--- src/rtl/layer_compositor_pkg.sv ---
// Shared types and constants for the layer compositor: FSM states, pipeline
// depth and the offset helpers used to seed sprite and screen addresses.
package layer_compositor_pkg;

  typedef enum logic [2:0] {
    S_IDLE,
    S_BG,
    S_LAYER,
    S_DRAIN,
    S_DONE
  } state_t;

  // ROM read adds one cycle and the VRAM write register adds another.
  localparam int PIPE_DEPTH = 2;

  localparam int DEF_SPRITE_SIZE = 32;
  localparam int DEF_SPRITE_AREA = DEF_SPRITE_SIZE * DEF_SPRITE_SIZE;

  function automatic int sprite_offset(input int idx, input int size);
    return idx * size * size;
  endfunction

  // Seeds the running address of a layer walk; width is a constant at every use.
  function automatic int screen_offset(input int x, input int y, input int width);
    return y * width + x;
  endfunction

endpackage

--- src/rtl/layer_compositor_if.sv ---
// Memory-side bundle: sprite/alpha ROM read port and back-buffer VRAM write port.
interface layer_compositor_if #(
  parameter int SPRITEBUF_A_WIDTH = 13,
  parameter int VRAM_A_WIDTH      = 16
);
  logic [SPRITEBUF_A_WIDTH-1:0] sprite_addr;
  logic [7:0]                   sprite_data;
  logic                         sprite_alpha;
  logic [VRAM_A_WIDTH-1:0]      vram_addr;
  logic [7:0]                   vram_data;
  logic                         vram_we;

  modport master (
    output sprite_addr, vram_addr, vram_data, vram_we,
    input  sprite_data, sprite_alpha
  );

  modport slave (
    input  sprite_addr, vram_addr, vram_data, vram_we,
    output sprite_data, sprite_alpha
  );
endinterface

--- src/rtl/layer_compositor_raster_walker.sv ---
// Run/done 2-D counter: x wraps at W, y at H, and a linear address advances by
// 1 per pixel and by ROW_STEP on each row wrap.
module raster_walker #(
  parameter int W        = 320,
  parameter int H        = 180,
  parameter int A_WIDTH  = 16,
  parameter int ROW_STEP = 1,
  localparam int XW = (W > 1) ? $clog2(W) : 1,
  localparam int YW = (H > 1) ? $clog2(H) : 1
) (
  input  logic               clk,
  input  logic               rst,
  input  logic               start,
  input  logic [A_WIDTH-1:0] base,
  output logic               active,
  output logic               last,
  output logic [XW-1:0]      x,
  output logic [YW-1:0]      y,
  output logic [A_WIDTH-1:0] lin
);

  always_ff @(posedge clk) begin
    if (rst) begin
      active <= 1'b0;
      x      <= '0;
      y      <= '0;
      lin    <= '0;
    end else if (start) begin
      active <= 1'b1;
      x      <= '0;
      y      <= '0;
      lin    <= base;
    end else if (active) begin
      if (x == XW'(W - 1)) begin
        x   <= '0;
        lin <= lin + A_WIDTH'(ROW_STEP);
        if (y == YW'(H - 1)) active <= 1'b0;
        else                 y      <= y + 1'b1;
      end else begin
        x   <= x + 1'b1;
        lin <= lin + 1'b1;
      end
    end
  end

  assign last = active && (x == XW'(W - 1)) && (y == YW'(H - 1));

endmodule

--- src/rtl/layer_compositor.sv ---
// Composites a tiled background plus NUM_LAYERS alpha-keyed sprites into the
// back VRAM buffer and swaps front/back only at a screen end after completion.
module layer_compositor
  import layer_compositor_pkg::*;
#(
  parameter int SCREEN_WIDTH      = 320,
  parameter int SCREEN_HEIGHT     = 180,
  parameter int VRAM_A_WIDTH      = 16,
  parameter int SPRITE_SIZE       = DEF_SPRITE_SIZE,
  parameter int SPRITEBUF_A_WIDTH = 13,
  parameter int NUM_LAYERS        = 8,
  parameter int INDEX_WIDTH       = 3,
  parameter int POS_WIDTH         = 10,
  parameter int BG_SPRITE_INDEX   = 0
) (
  input  logic                                   clk,
  input  logic                                   rst,
  input  logic                                   screenend,
  input  logic [NUM_LAYERS-1:0]                  layer_en,
  input  logic [NUM_LAYERS-1:0][POS_WIDTH-1:0]   layer_x,
  input  logic [NUM_LAYERS-1:0][POS_WIDTH-1:0]   layer_y,
  input  logic [NUM_LAYERS-1:0][INDEX_WIDTH-1:0] layer_sprite,
  layer_compositor_if.master                     mem,
  output logic                                   front_sel,
  output logic                                   busy,
  output logic                                   frame_done,
  output logic                                   overrun
);

  localparam int SW  = $clog2(SPRITE_SIZE);
  localparam int LW  = (NUM_LAYERS > 1) ? $clog2(NUM_LAYERS) : 1;
  localparam int BXW = (SCREEN_WIDTH > 1) ? $clog2(SCREEN_WIDTH) : 1;
  localparam int BYW = (SCREEN_HEIGHT > 1) ? $clog2(SCREEN_HEIGHT) : 1;
  localparam logic [SPRITEBUF_A_WIDTH-1:0] BG_OFF =
    SPRITEBUF_A_WIDTH'(sprite_offset(BG_SPRITE_INDEX, SPRITE_SIZE));

  state_t state, state_nx;
  logic [LW-1:0] layer, layer_nx, next_layer;
  logic [1:0]    drain_cnt;
  logic          adv, snap, swap, bg_start, sp_start;

  logic [NUM_LAYERS-1:0]                  en_q;
  logic [NUM_LAYERS-1:0][POS_WIDTH-1:0]   x_q, y_q;
  logic [NUM_LAYERS-1:0][INDEX_WIDTH-1:0] spr_q;

  logic                    bg_active, bg_last, sp_active, sp_last;
  logic [BXW-1:0]          bg_x;
  logic [BYW-1:0]          bg_y;
  logic [SW-1:0]           sp_u, sp_v;
  logic [VRAM_A_WIDTH-1:0] bg_lin, sp_lin, sp_base;

  logic [POS_WIDTH:0]      px, py;
  logic                    in_bounds, issue, bg_d1;
  logic [VRAM_A_WIDTH-1:0] addr_d1;
  logic [PIPE_DEPTH:1]     vld_pipe;

  raster_walker #(
    .W(SCREEN_WIDTH), .H(SCREEN_HEIGHT), .A_WIDTH(VRAM_A_WIDTH), .ROW_STEP(1)
  ) u_bg_walk (
    .clk(clk), .rst(rst), .start(bg_start), .base('0),
    .active(bg_active), .last(bg_last), .x(bg_x), .y(bg_y), .lin(bg_lin)
  );

  // Row wrap jumps from the sprite's right edge back to its left edge one line down.
  raster_walker #(
    .W(SPRITE_SIZE), .H(SPRITE_SIZE), .A_WIDTH(VRAM_A_WIDTH),
    .ROW_STEP(SCREEN_WIDTH - SPRITE_SIZE + 1)
  ) u_sp_walk (
    .clk(clk), .rst(rst), .start(sp_start), .base(sp_base),
    .active(sp_active), .last(sp_last), .x(sp_u), .y(sp_v), .lin(sp_lin)
  );

  assign busy = (state == S_BG) || (state == S_LAYER) || (state == S_DRAIN);

  always_comb begin
    state_nx   = state;
    layer_nx   = layer;
    next_layer = '0;
    adv        = 1'b0;
    bg_start   = 1'b0;
    sp_start   = 1'b0;
    snap       = 1'b0;
    swap       = 1'b0;
    sp_base    = '0;
    case (state)
      S_IDLE:  if (screenend) begin snap = 1'b1; bg_start = 1'b1; state_nx = S_BG; end
      S_BG:    if (bg_last) adv = 1'b1;
      S_LAYER: if (!en_q[layer] || sp_last) begin
                 if (layer == LW'(NUM_LAYERS - 1)) state_nx = S_DRAIN;
                 else begin adv = 1'b1; next_layer = layer + 1'b1; end
               end
      S_DRAIN: if (drain_cnt == 2'(PIPE_DEPTH - 1)) state_nx = S_DONE;
      S_DONE:  if (screenend) begin
                 snap = 1'b1; swap = 1'b1; bg_start = 1'b1; state_nx = S_BG;
               end
      default: state_nx = S_IDLE;
    endcase
    // The walker for the next layer is armed one cycle early so it runs back to back.
    if (adv) begin
      state_nx = S_LAYER;
      layer_nx = next_layer;
      sp_start = en_q[next_layer];
      sp_base  = VRAM_A_WIDTH'(screen_offset(int'(x_q[next_layer]), int'(y_q[next_layer]),
                                             SCREEN_WIDTH));
    end
  end

  assign px        = {1'b0, x_q[layer]} + (POS_WIDTH + 1)'(sp_u);
  assign py        = {1'b0, y_q[layer]} + (POS_WIDTH + 1)'(sp_v);
  assign in_bounds = (px < (POS_WIDTH + 1)'(SCREEN_WIDTH)) &&
                     (py < (POS_WIDTH + 1)'(SCREEN_HEIGHT));
  assign issue     = ((state == S_BG) && bg_active) ||
                     ((state == S_LAYER) && sp_active && in_bounds);

  always_comb begin
    mem.sprite_addr = '0;
    if (state == S_BG)
      mem.sprite_addr = BG_OFF
        + (SPRITEBUF_A_WIDTH'(bg_y & BYW'(SPRITE_SIZE - 1)) << SW)
        + SPRITEBUF_A_WIDTH'(bg_x & BXW'(SPRITE_SIZE - 1));
    else if ((state == S_LAYER) && sp_active)
      mem.sprite_addr = SPRITEBUF_A_WIDTH'(sprite_offset(int'(spr_q[layer]), SPRITE_SIZE))
        + SPRITEBUF_A_WIDTH'({sp_v, sp_u});
  end

  assign mem.vram_we = vld_pipe[PIPE_DEPTH];

  always_ff @(posedge clk) begin
    if (rst) begin
      state         <= S_IDLE;
      layer         <= '0;
      drain_cnt     <= '0;
      front_sel     <= 1'b0;
      frame_done    <= 1'b0;
      overrun       <= 1'b0;
      en_q          <= '0;
      x_q           <= '0;
      y_q           <= '0;
      spr_q         <= '0;
      vld_pipe      <= '0;
      bg_d1         <= 1'b0;
      addr_d1       <= '0;
      mem.vram_addr <= '0;
      mem.vram_data <= '0;
    end else begin
      state      <= state_nx;
      layer      <= layer_nx;
      drain_cnt  <= (state == S_DRAIN) ? drain_cnt + 1'b1 : '0;
      frame_done <= (state == S_DRAIN) && (state_nx == S_DONE);
      overrun    <= screenend && busy;
      if (swap) front_sel <= ~front_sel;
      if (snap) begin
        en_q  <= layer_en;
        x_q   <= layer_x;
        y_q   <= layer_y;
        spr_q <= layer_sprite;
      end
      // Stage 1 waits for ROM data; stage 2 applies the alpha key (background ignores it).
      vld_pipe[1] <= issue;
      bg_d1       <= (state == S_BG);
      addr_d1     <= (state == S_BG) ? bg_lin : sp_lin;
      vld_pipe[2] <= vld_pipe[1] && (bg_d1 || mem.sprite_alpha);
      if (vld_pipe[1]) begin
        mem.vram_addr <= addr_d1;
        mem.vram_data <= mem.sprite_data;
      end
    end
  end

endmodule
--- src/flat_wrapper.sv ---
// flat-port wrapper written by rule: the top's interface ports become plain ports
module layer_compositor_flat import layer_compositor_pkg::*;
#(
  parameter int SCREEN_WIDTH      = 320,
  parameter int SCREEN_HEIGHT     = 180,
  parameter int VRAM_A_WIDTH      = 16,
  parameter int SPRITE_SIZE       = DEF_SPRITE_SIZE,
  parameter int SPRITEBUF_A_WIDTH = 13,
  parameter int NUM_LAYERS        = 8,
  parameter int INDEX_WIDTH       = 3,
  parameter int POS_WIDTH         = 10,
  parameter int BG_SPRITE_INDEX   = 0
)
  (clk, rst, screenend, layer_en, layer_x, layer_y, layer_sprite, front_sel, busy, frame_done, overrun, mem_sprite_addr, mem_vram_addr, mem_vram_data, mem_vram_we, mem_sprite_data, mem_sprite_alpha);
  layer_compositor_if #(.SPRITEBUF_A_WIDTH(SPRITEBUF_A_WIDTH), .VRAM_A_WIDTH(VRAM_A_WIDTH)) mem_i ();
  input  logic clk;
  input  logic rst;
  input  logic screenend;
  input  logic [NUM_LAYERS-1:0] layer_en;
  input  logic [NUM_LAYERS-1:0][POS_WIDTH-1:0] layer_x;
  input  logic [NUM_LAYERS-1:0][POS_WIDTH-1:0] layer_y;
  input  logic [NUM_LAYERS-1:0][INDEX_WIDTH-1:0] layer_sprite;
  output logic front_sel;
  output logic busy;
  output logic frame_done;
  output logic overrun;
  output wire logic [$bits(mem_i.sprite_addr)-1:0] mem_sprite_addr;
  output wire logic [$bits(mem_i.vram_addr)-1:0] mem_vram_addr;
  output wire logic [$bits(mem_i.vram_data)-1:0] mem_vram_data;
  output wire logic [$bits(mem_i.vram_we)-1:0] mem_vram_we;
  input wire logic [$bits(mem_i.sprite_data)-1:0] mem_sprite_data;
  input wire logic [$bits(mem_i.sprite_alpha)-1:0] mem_sprite_alpha;
  assign mem_sprite_addr = mem_i.sprite_addr;
  assign mem_vram_addr = mem_i.vram_addr;
  assign mem_vram_data = mem_i.vram_data;
  assign mem_vram_we = mem_i.vram_we;
  assign mem_i.sprite_data = mem_sprite_data;
  assign mem_i.sprite_alpha = mem_sprite_alpha;
  layer_compositor #(.SCREEN_WIDTH(SCREEN_WIDTH), .SCREEN_HEIGHT(SCREEN_HEIGHT), .VRAM_A_WIDTH(VRAM_A_WIDTH), .SPRITE_SIZE(SPRITE_SIZE), .SPRITEBUF_A_WIDTH(SPRITEBUF_A_WIDTH), .NUM_LAYERS(NUM_LAYERS), .INDEX_WIDTH(INDEX_WIDTH), .POS_WIDTH(POS_WIDTH), .BG_SPRITE_INDEX(BG_SPRITE_INDEX)) u_core (.clk(clk), .rst(rst), .screenend(screenend), .layer_en(layer_en), .layer_x(layer_x), .layer_y(layer_y), .layer_sprite(layer_sprite), .mem(mem_i), .front_sel(front_sel), .busy(busy), .frame_done(frame_done), .overrun(overrun));
endmodule
--- config.mk ---
export PLATFORM = sky130hd
export DESIGN_NAME = layer_compositor_flat
export DESIGN_NICKNAME = d
export VERILOG_FILES = /design/src/rtl/layer_compositor_pkg.sv /design/src/rtl/layer_compositor_if.sv /design/src/rtl/layer_compositor_raster_walker.sv /design/src/rtl/layer_compositor.sv /design/src/flat_wrapper.sv
export SDC_FILE = /design/constraint.sdc
export NUM_CORES = 1
export LEC_CHECK = 0
export BUFFER_PORTS_ARGS = -buffer_cell sky130_fd_sc_hd__buf_4
export CAP_MARGIN = 10
export CORE_MARGIN = 1
export CORE_UTILIZATION = 57
export CTS_CLUSTER_SIZE = 16
export DETAILED_ROUTE_END_ITERATION = 7
export PLACE_DENSITY_LB_ADDON = 0.05
export SLEW_MARGIN = 0
export SYNTH_ARGS = -nofsm -noshare
export SYNTH_HDL_FRONTEND = slang
export SYNTH_SLANG_ARGS = --single-unit
--- constraint.sdc ---
create_clock -name clk -period 5.9 [get_ports clk]
set_input_delay 0.295 -clock clk [delete_from_list [all_inputs] [get_ports clk]]
set_output_delay 0.295 -clock clk [all_outputs]
set_load 0.01 [all_outputs]
==> out/results.tsv <==
metric	value	unit
status	completed	
final_cell_mix	nand2_1, dfxtp_1, buf_4	
crit_top_cell	ha_1	
start_util	58.7	%
fp.dieH	164	um
antenna_found_initial	0	
worstPathRequired	6330	ps
place.gp.congestion	0.921	
rsz0062_at_grt	false	
cts_hold_buffers	0	
grt_util_all_layers	31.7	%
syn_inst	1863	
critPathLaunchType	flop	
max_slew_margin	29.7	%
finalCriticalPeriod	5370	ps
finalWirelength	42600	um
drc	0	
drive_gt1_share	18.8	%
critPathMaxFanout	26	
power_density	268	mW/mm^2
synth_warnings	0	
coreArea	0.0255	mm^2
rrSetupSlack	530	ps
clock_path_buffers	3	
drt_iter0_drc	1372	
min_delay_path_depth	3	
place_hpwl	30800	um
grt_pass1_vias	12876	
final_nets	2274	
fin_area	0.0179	mm^2
clk_pin_slew	60	ps
max_stage_delay	480	ps
multiInputGateArea	0.00823	mm^2
r2r_end	u_core.u_sp_walk.lin[15]	
r2r_start	u_core.u_sp_walk.x[0]	
cts_num_sinks	307	
ctsResizeCount	0	
pin_count	246	
r2r_cells	21	
dr.pass1.iters	6	
insertion_delay	520	ps
seq_area_frac_synth	41.1	%
maxCapViolCount	0	
die-area	0.0269	mm^2
startpoint	u_core.u_sp_walk.x[0]	
grt_pass1_wl	67000	um
period_share	90.9	%
leakage	7.02	nW
slowest_stage	or4b_1	
grt-ovfl-total	0	
dpl-instance-area	0.0169	mm^2
rows	58	
postCtsSetupBuffers	0	
worstSetupEndpoint	u_core.u_sp_walk.lin[15]	
cts_buffers	34	
ant_nets	0	
die_w	164	um
n_antenna_cell	0	
seqCellArea	0.00615	mm^2
critPathBufInv	1	
tightest_slew	1050	ps
cts_tree	yes	
setup_tns	0	ps
numPortBuffers	245	
yosysUniqueCellTypes	61	
worstSetupPathType	reg -> reg	
hold_violations	0	
synth-seq-cells	307	
htreeDepth	2	
synth_fp_nets	2107	
ys_async_sr_fraction	0	%
ir_drop	0.265	mV
layout_commonest_cell	nand2_1	
routedWlPerCell	17.9	um
vias	13749	
path_depth	21	
synth-main-ff-cell	dfxtp_1	
area_growth	19.9	%
cts_root_buf	clkbuf_16	
slew_viol_final	0	
timing.fmax	186	MHz
cp_cell_sequence	ha_1 -> and3_1 -> ha_1 -> and3_1 -> o31ai_4 -> nor2_2 -> buf_4 -> nand3_1 -> nand3_1 -> o31ai_1 -> ha_1 -> ha_1 -> nor2b_1 -> o21ai_0 -> a21boi_0 -> or4b_1 -> nand3_1 -> xnor2_1 -> xnor2_1 -> xnor2_1 -> a211oi_2	
finalSetupViolCount	0	
vias_per_cell	5.77	
fillers	2115	
grt_max_degree	114	
end_kind	flop	
postSynthAreaPerCell	8.02	um^2
crit_family	simple AND/OR/NAND/NOR gates	
arrival	5800	ps
worstHoldPathType	in -> reg	
synth_area	0.0149	mm^2
fin_worst_skew	22.1	ps
synth_edf_count	0	
==> flip-flops by register name, indices dropped and copies added, names as in the netlist, 5 cells and up <==
name / flops
u_core.addr_d1: 16
u_core.en_q: 8
u_core.mem.vram_addr: 16
u_core.mem.vram_data: 8
u_core.spr_q: 24
u_core.u_bg_walk.lin: 16
u_core.u_bg_walk.x: 9
u_core.u_bg_walk.y: 8
u_core.u_sp_walk.lin: 16
u_core.u_sp_walk.x: 5
u_core.u_sp_walk.y: 5
u_core.x_q: 80
u_core.y_q: 80
==> metrics by stage <==
stage	hold slack, ps	total power [mW]	cells	setup slack (ps)	util [%]
after CTS	0.0327	4.83	2383	565	70.4
after global routing	7.57	4.99	2383	109	70.4
after floorplan	399	2.58	1863	907	-
final	13.0	4.81	2383	534	70.4
after detailed placement	415	2.81	2324	593	66.2
after global placement	407	2.80	2324	726	66.2
==> synthesized netlist by cell type (3+ instances only) <==
library cell / count / area, um^2
a211oi_1: 13 / 97.6
a21o_1: 4 / 30.0
a21oi_1: 259 / 1300
a221oi_1: 30 / 263
a22o_1: 12 / 105
a31o_2: 3 / 26.3
a31oi_1: 10 / 62.6
and3_1: 14 / 87.6
buf_1: 12 / 45.0
buf_2: 19 / 95.1
clkbuf_1: 101 / 379
dfxtp_1: 307 / 6150
ha_1: 38 / 475
inv_1: 14 / 52.6
mux2_2: 9 / 101
mux2i_1: 53 / 531
mux4_2: 36 / 811
nand2_1: 552 / 2070
nand2b_1: 5 / 31.3
nand3_1: 50 / 250
nand3b_1: 5 / 37.5
nand4_1: 16 / 100
nor2_1: 121 / 454
nor2b_1: 11 / 68.8
nor3_1: 17 / 85.1
nor3b_1: 6 / 45.0
nor4_1: 4 / 25.0
o211ai_1: 3 / 22.5
o21ai_0: 24 / 120
o221ai_1: 4 / 35.0
o22ai_1: 4 / 25.0
o31ai_1: 10 / 75.1
or3_1: 8 / 50.1
xnor2_1: 24 / 210
xor2_1: 31 / 272
==> per-layer routing <==
layer | GRT usage, % | vias up | routed length, um
met2 | 50.3 | 547 | 19300
met1 | 45.1 | 6390 | 19400
met5 | 0 | - | 0
met3 | 4.24 | 66 | 3000
li1 | - | 6746 | -
met4 | 9.01 | 0 | 881
==> how the worst min path moves through the flow <==
stage,startpoint,end,slack (ps)
CTS,mem_sprite_data[4],u_core.mem.vram_data[4],0.03
floorplan,u_core.drain_cnt[0],u_core.drain_cnt[0],400
finish,mem_sprite_data[4],u_core.mem.vram_data[4],10
global placement,u_core.drain_cnt[0],u_core.drain_cnt[0],410
detailed placement,u_core.drain_cnt[0],u_core.drain_cnt[0],420
global route,mem_sprite_data[4],u_core.mem.vram_data[4],8
==> worst reg2reg max path: stages, from the launching register on <==
cell and delay [ps]:
dfxtp_1 430, ha_1 210, and3_1 160, ha_1 380, and3_1 340, o31ai_4 160, nor2_2 460, buf_4 390
nand3_1 130, nand3_1 100, o31ai_1 160, ha_1 350, ha_1 350, nor2b_1 150, o21ai_0 180, a21boi_0 160
or4b_1 480, nand3_1 120, xnor2_1 130, xnor2_1 150, xnor2_1 100, a211oi_2 210
==> final cells by class <==
class,count,share of cell area [%]
tap,330,2.30
sequential,307,34.3
timing repair buffer,265,11.2
inverter,14,0.293
clock inverter,12,0.607
clock buffer,47,5.36
multi-input combinational,1408,45.9
==> report_power, final <==
part           internal [mW]  total, mW  leakage (nW)  switching [mW]
clock                   1.19       2.03         0.523           0.845
combinational          0.237      0.512          3.99           0.275
sequential              2.17       2.26          2.51          0.0958
==> kinds of logic after synthesis <==
| group | count (synthesis) | share of synthesized area (%) |
|---|---|---|
| compound gates | 389 | 15.5 |
| xor+xnor | 55 | 3.22 |
| fa+ha+maj | 40 | 3.45 |
| buf+inv | 148 | 3.93 |
| flops | 307 | 41.1 |
| mux | 98 | 9.65 |
| simple gates | 826 | 23.1 |
(Power assumes the default switching activity.)
